$ cat src/rtl/mk14_uart_dump.sv
// MK14 memory dump transmitter: streams a block of memory out of the TX pin as 8N1 serial.
// It shares a read_en/addr/data memory port with the rest of the SoC.
module mk14_uart_dump #(
  parameter int CLOCK_FREQ_MHZ = 27,
  parameter int BAUD_RATE      = 115200,
  parameter int ADDR_WIDTH     = 16
) (
  input  logic                  clk,
  input  logic                  rst_n,
  input  logic                  start,
  input  logic [ADDR_WIDTH-1:0] start_addr,
  input  logic [15:0]           length,
  output logic                  busy,
  output logic                  done,
  output logic                  tx_wait,
  output logic                  mem_read_en,
  output logic [ADDR_WIDTH-1:0] mem_addr,
  input  logic [7:0]            mem_data,
  output logic                  tx
);

  localparam int DIV   = (CLOCK_FREQ_MHZ * 1000000) / BAUD_RATE;
  localparam int CNT_W = (DIV > 1) ? $clog2(DIV) : 1;
  localparam logic [CNT_W-1:0] BIT_LAST = CNT_W'(DIV - 1);

  typedef enum logic [2:0] {
    IDLE,
    CHECK,
    FETCH,
    LATCH,
    START,
    DATA,
    STOP,
    DONE
  } state_t;

  state_t                  state;
  state_t                  state_next;
  logic [ADDR_WIDTH-1:0]   addr;
  logic [15:0]             remaining;
  logic [7:0]              shift_reg;
  logic [2:0]              bit_idx;
  logic [CNT_W-1:0]        baud_cnt;
  logic                    bit_end;
  logic                    counting;

  assign counting = (state == START) || (state == DATA) || (state == STOP);
  assign bit_end  = counting && (baud_cnt == BIT_LAST);

  always_ff @(posedge clk or negedge rst_n) begin
    if (!rst_n) begin
      state <= IDLE;
    end else begin
      state <= state_next;
    end
  end

  always_comb begin
    state_next = state;
    unique case (state)
      IDLE:  if (start) state_next = CHECK;
      CHECK: state_next = (remaining == 16'd0) ? DONE : FETCH;
      FETCH: state_next = LATCH;
      LATCH: state_next = START;
      START: if (bit_end) state_next = DATA;
      DATA:  if (bit_end && (bit_idx == 3'd7)) state_next = STOP;
      // remaining still holds the pre-decrement count here, so 1 means this was the last byte
      STOP:  if (bit_end) state_next = (remaining == 16'd1) ? DONE : FETCH;
      DONE:  state_next = IDLE;
      default: state_next = IDLE;
    endcase
  end

  // Datapath: transfer bookkeeping, bit timing and the byte being shifted out
  always_ff @(posedge clk or negedge rst_n) begin
    if (!rst_n) begin
      addr      <= '0;
      remaining <= '0;
      shift_reg <= '0;
      bit_idx   <= '0;
      baud_cnt  <= '0;
      mem_addr  <= '0;
    end else begin
      if (!counting || bit_end) begin
        baud_cnt <= '0;
      end else begin
        baud_cnt <= baud_cnt + 1'b1;
      end

      if ((state == IDLE) && start) begin
        addr      <= start_addr;
        remaining <= length;
      end

      if (state == LATCH) begin
        shift_reg <= mem_data;
        bit_idx   <= '0;
      end

      if ((state == DATA) && bit_end) begin
        shift_reg <= {1'b0, shift_reg[7:1]};
        bit_idx   <= bit_idx + 1'b1;
      end

      if ((state == STOP) && bit_end) begin
        remaining <= remaining - 1'b1;
        addr      <= addr + 1'b1;
      end

      // mem_addr only moves when a fetch is about to happen, so it holds between reads
      if (state_next == FETCH) begin
        mem_addr <= (state == STOP) ? addr + 1'b1 : addr;
      end
    end
  end

  always_comb begin
    busy        = 1'b0;
    done        = 1'b0;
    mem_read_en = 1'b0;
    tx          = 1'b1;
    unique case (state)
      IDLE:  ;
      CHECK: busy = 1'b1;
      FETCH: begin
        busy        = 1'b1;
        mem_read_en = 1'b1;
      end
      LATCH: busy = 1'b1;
      START: begin
        busy = 1'b1;
        tx   = 1'b0;
      end
      DATA: begin
        busy = 1'b1;
        tx   = shift_reg[0];
      end
      STOP:  busy = 1'b1;
      DONE:  done = 1'b1;
      default: ;
    endcase
  end

  assign tx_wait = busy;

endmodule

$ cat config.mk
export PLATFORM = sky130hd
export DESIGN_NAME = mk14_uart_dump
export DESIGN_NICKNAME = d
export VERILOG_FILES = /design/src/rtl/mk14_uart_dump.sv
export SDC_FILE = /design/constraint.sdc
export NUM_CORES = 1
export LEC_CHECK = 0
export BUFFER_PORTS_ARGS = -buffer_cell sky130_fd_sc_hd__buf_2
export CELL_PAD_IN_SITES_DETAIL_PLACEMENT = 0
export CELL_PAD_IN_SITES_GLOBAL_PLACEMENT = 1
export CORE_ASPECT_RATIO = 1.1
export CORE_MARGIN = 4
export CORE_UTILIZATION = 30
export CTS_CLUSTER_DIAMETER = 40
export DETAILED_ROUTE_END_ITERATION = 16
export PLACE_DENSITY_LB_ADDON = 0.1
export REMOVE_ABC_BUFFERS = 1
export SYNTH_ARGS = -nofsm -noshare
export SYNTH_HDL_FRONTEND = slang
export SYNTH_SLANG_ARGS = --single-unit
$ cat constraint.sdc
create_clock -name clk -period 2 [get_ports clk]
set_input_delay 0.3 -clock clk [delete_from_list [all_inputs] [get_ports clk]]
set_output_delay 0.3 -clock clk [all_outputs]
set_load 0.005 [all_outputs]
# Word-level counts from Yosys, hierarchy flattened
# Index checks and enable logic that the tools add are counted.
# word_totals
ff_bits,70
elab_cells,57
input_bits,43
output_inout_bits,21
# classes
n_addsub,4
n_mux,21
n_eq_ne,11
reduce_logical,14
# op_table
op,n
$mux W16,5
$mux W3,8
$mux W8,3
$pmux W3 S8,1
$add A16 B1 Y16 const B,1
$eq A16 B1 Y1 const B,1
$logic_not A16 Y1,1
$sub A16 B1 Y16 const B,1
$eq A3 B3 Y1 const B,5
$eq A3 B2 Y1 const B,3
$add A8 B1 Y8 const B,1
$eq A8 B8 Y1 const B,1
$reduce_or A6 Y1,1
$logic_and A1 B1 Y1,5
$reduce_bool A2 Y1,2
$add A3 B1 Y3 const B,1
$eq A3 B1 Y1 const B,1
$logic_not A3 Y1,1
$logic_or A1 B1 Y1,3
$mux W1,3
$pmux W1 S2,1
$logic_not A1 Y1,1

# Logic depth before layout (Yosys ltp)
# logic_depth
ltp_word,8
ltp_mapped,9
depth_no_buf,7

# Worst setup path before layout
# No wires, ideal clock.
# synth_timing
path_type,register to register
from,reg baud_cnt[2]
to,reg mem_addr[0]
arrival_time_ps,1935
path_slack_ps,-60
t_required_ps,1875
synth_period_minus_slack_ps,2060
n_path_buf,1
setup_ps,125
stages_incl_launch_ff,7
path_cell_list,dfrtp_1 or3b_4 nor4b_2 o22ai_2 o211ai_4 buf_8 mux2_4
# synth_via
elab_chain_cells,6
elab_cells_between_ends,8
cone_classes,eq/ne: 2; mux: 4; reduce/logical: 2
# synth_lines
element,line,rtl
from (decl),43,logic [CNT_W-1:0] baud_cnt;
from (signal assigned),87,baud_cnt <= baud_cnt + 1'b1;
$eq A8 B8 Y1 (*),48,assign bit_end = counting && (baud_cnt == BIT_LAST);
$logic_and A1 B1 Y1 (*),48,
$logic_and A1 B1 Y1,66,DATA: if (bit_end && (bit_idx == 3'd7)) state_next = STOP;
$mux W3,66,
$pmux W3 S8 (*),60,unique case (state)
$eq A3 B2 Y1 (*),111,if (state_next == FETCH) begin
to (signal assigned),112,mem_addr <= (state == STOP) ? addr + 1'b1 : addr;
to (decl),17,"output logic [ADDR_WIDTH-1:0] mem_addr,"
# Every way passes the cells marked *; elsewhere a longest branch is shown, timed or not.
# A chain may end at the register's enable or synchronous reset.

# Final worst setup path
# layout_timing
from,reg baud_cnt[4]
to,reg mem_addr[3]
# Same word-level chain as after synthesis.

==> metrics.txt <==
CP required about 2.2 ns; Fillers 1290; Num CTS Buffers 9; register area share after synthesis 0.446; Ys Warns 0; Max Freq a little under 0.5 GHz; biggest regs addr (16), mem_addr (16), remaining (16); library cells used by synthesis a little over 60; element type at the critical path end register; RSZ-0062 raised after global routing true; first-pass GRT wire length between 15 and 20 mm; dpl ws -0.124 ns; full die area 15000 um2; max incr delay on CP 0.44 ns; CTS sink count 70; final setup fails 16; Internal between 2 and 3 mW; flops & latches, synth 70; placed cell count 662; Global Route Usage Sum 0.147; synth top area cells dfrtp_1 45%, nand2_1 5.1%, nor2_1 5.1%; # rows between 40 and 50; crit-path cells or3b_4 -> or2_4 -> o22ai_4 -> o211ai_4 -> clkbuf_16 -> mux2_4; failing checks negative setup slack; Detail Placement HPWL 7.55 mm; DR WL/cell ~16 um; pin count of the biggest net entering global routing 28; worst min path class input port to register; Final Cycle Share 1.03; area grow syn2layout 33.4%; vias per cell 4.95; Comb pwr share 0.037; Die Y about 130 um; clock root cell clkbuf_16; Avg Cell Area, Syn around 9.5 um2; Max Cap Viol 0; vias in the first global route 3418; Final Hold Viols 0; drt initial violations 186; WS Path Type register to register; Worst-path clk slew roughly 0.060 ns; P_leak 2.49 nW; Net Switching 677 uW; final period demand of the worst path 2.06 ns; post-synth top area cell dfrtp_1; Worst slew margin 0.609; dominant synthesized flop cell dfrtp_1; Worst EP arrival 2.29 ns; final RePlAce weighted congestion between 0.7 and 0.8; Mapped Area 3930 um2; slowest CP cell or3b_4; Mapped Cells 412; Overflow after GRT 0; register area 1750 um2; EDFF count, synth 0; Initial Util 0.310; Sequential Power Share 0.438; Slew @ Worst Pin 0.586 ns; Largest delay share family, worst path simple AND/OR/NAND/NOR gates; top-area cell type share of the netlist area 0.446; final WL 10.8 mm; status complete, but fails checks; Final Worst Setup Slack -0.0647 ns; Layout Cells excl Fill about 700; Ports 64; CP bufs+invs 1; top fanout value on the critical path 8; TritonRoute pass-1 iters 4; Antenna diodes 0; Clock Skew between 0.007 and 0.008 ns; Die Wd 117 um; footprint of the multi-input gates 2140 um2; CORE AREA 12700 um2; Synth async-reset ratio 1.00; maximum vdd drop 0.285 mV; fin. max-slew vios 0; most frequent cells in the layout 70 x dfrtp_1, 63 x buf_2, 52 x nand2_1; layout cells sized above 1 0.330; NumNets Final 573; power per cell area between 600 and 700 nW/um2; worst skew pair latency around 0.34 ns; number of port buffers 63; Sw Ratio 0.206; Clk pwr share 0.525; DRT antenna net count 0; CTS tree done; via count 3387; commonest non-fill, non-tap cell in the layout dfrtp_1; Post-route DRC 0; Clock Tree Buf Depth 2; initial antenna violation count 0; htree depth 3; critical path launch point type register
[power by group through the flow]
stage | clock network, mW | logic [mW] | registers [mW]
floorplan | 0 | 0.0213 | 1.47
global route | 1.83 | 0.140 | 1.44
finish | 1.73 | 0.121 | 1.44
detailed placement | 0 | 0.123 | 1.47
CTS | 1.79 | 0.125 | 1.44
global placement | 0 | 0.122 | 1.47
[cell type report]
class | count | share of cell area
multi-input combinational | 316 | 0.408
clock inverter | 4 | 0.0134
tap | 157 | 0.0375
timing repair buffer | 119 | 0.156
clock buffer | 12 | 0.0470
inverter | 6 | 0.00429
sequential | 70 | 0.334
[tightest hold or removal path: cells and delay by family]
kind,cells,cell delay (ns)
and+or+nand+nor,2,0.10
buffers and inverters,1,0.07
[kinds of logic after synthesis]
| family | synth area share |
|---|---|
| AND/OR/NAND/NOR | 0.234 |
| AO/OA/AOI/OAI | 0.158 |
| flip-flops | 0.446 |
| buffers and inverters | 0.0321 |
| XOR/XNOR | 0.0468 |
| multiplexers | 0.0582 |
| adder cells (fa/ha/maj) | 0.0255 |
[through the flow]
stage / power, mW / TNS (ns) / hold slack (ns) / util / instance area (um2)
after floorplan: 1.49 / -14.46 / 0.00441 / - / 3830
after global routing: 3.41 / -1.95 / 0.170 / 0.413 / 5240
final: 3.29 / -0.871 / 0.170 / 0.413 / 5240
after global placement: 1.59 / -0.472 / 0.336 / 0.375 / 4770
after CTS: 3.35 / -0.493 / 0.155 / 0.404 / 5130
after detailed placement: 1.59 / -1.69 / 0.337 / 0.375 / 4770
[cells in the mapped netlist, types with 4 or more instances]
cell type / instances
a211oi_1: 8
a21oi_1: 22
a22oi_1: 8
a311oi_1: 6
and2_1: 4
and3_1: 4
buf_2: 5
clkbuf_1: 13
dfrtp_1: 70
ha_1: 8
inv_1: 6
mux2_2: 7
mux2_4: 10
nand2_1: 53
nand3_1: 13
nand3b_1: 5
nand4_1: 10
nor2_1: 53
nor3_1: 9
o211ai_1: 5
o21ai_0: 19
xnor2_1: 5
xor2_1: 16
[path summary, 6_finish.rpt]
| path | start | to | slack (ns) | cells past startpoint |
|---|---|---|---|---|
| worst max-delay path | baud_cnt[4] | mem_addr[3] | -0.06 | 6 |
| worst min-delay path | length[4] | remaining[4] | 0.17 | 3 |
| worst max register to register | baud_cnt[4] | mem_addr[3] | -0.06 | 6 |
| worst min register to register | shift_reg[3] | shift_reg[3] | 0.47 | 2 |
| max in group asynchronous | rst_n | addr[11] | 0.93 | 3 |
| min in group asynchronous | rst_n | baud_cnt[7] | 0.50 | 2 |
[metal layers]
layer / vias up / routed length, um / global-route usage
li1: 1710 / - / -
met1: 1610 / 5170 / 0.206
met2: 55 / 5100 / 0.225
met3: 12 / 346 / 0.0307
met4: 0 / 172 / 0.0526
met5: - / 0 / 0
[what timing repair did]
item | CTS | global route
gates resized for setup | 5 | 19
setup buffers | 2 | 1
gates cloned | 0 | 2
hold buffers | 1 | 0
pin swaps | 2 | 5
hold endpoints to repair | 20 | 0
setup endpoints to repair | 30 | 38
No activity file was read; power rests on OpenSTA's default activity.
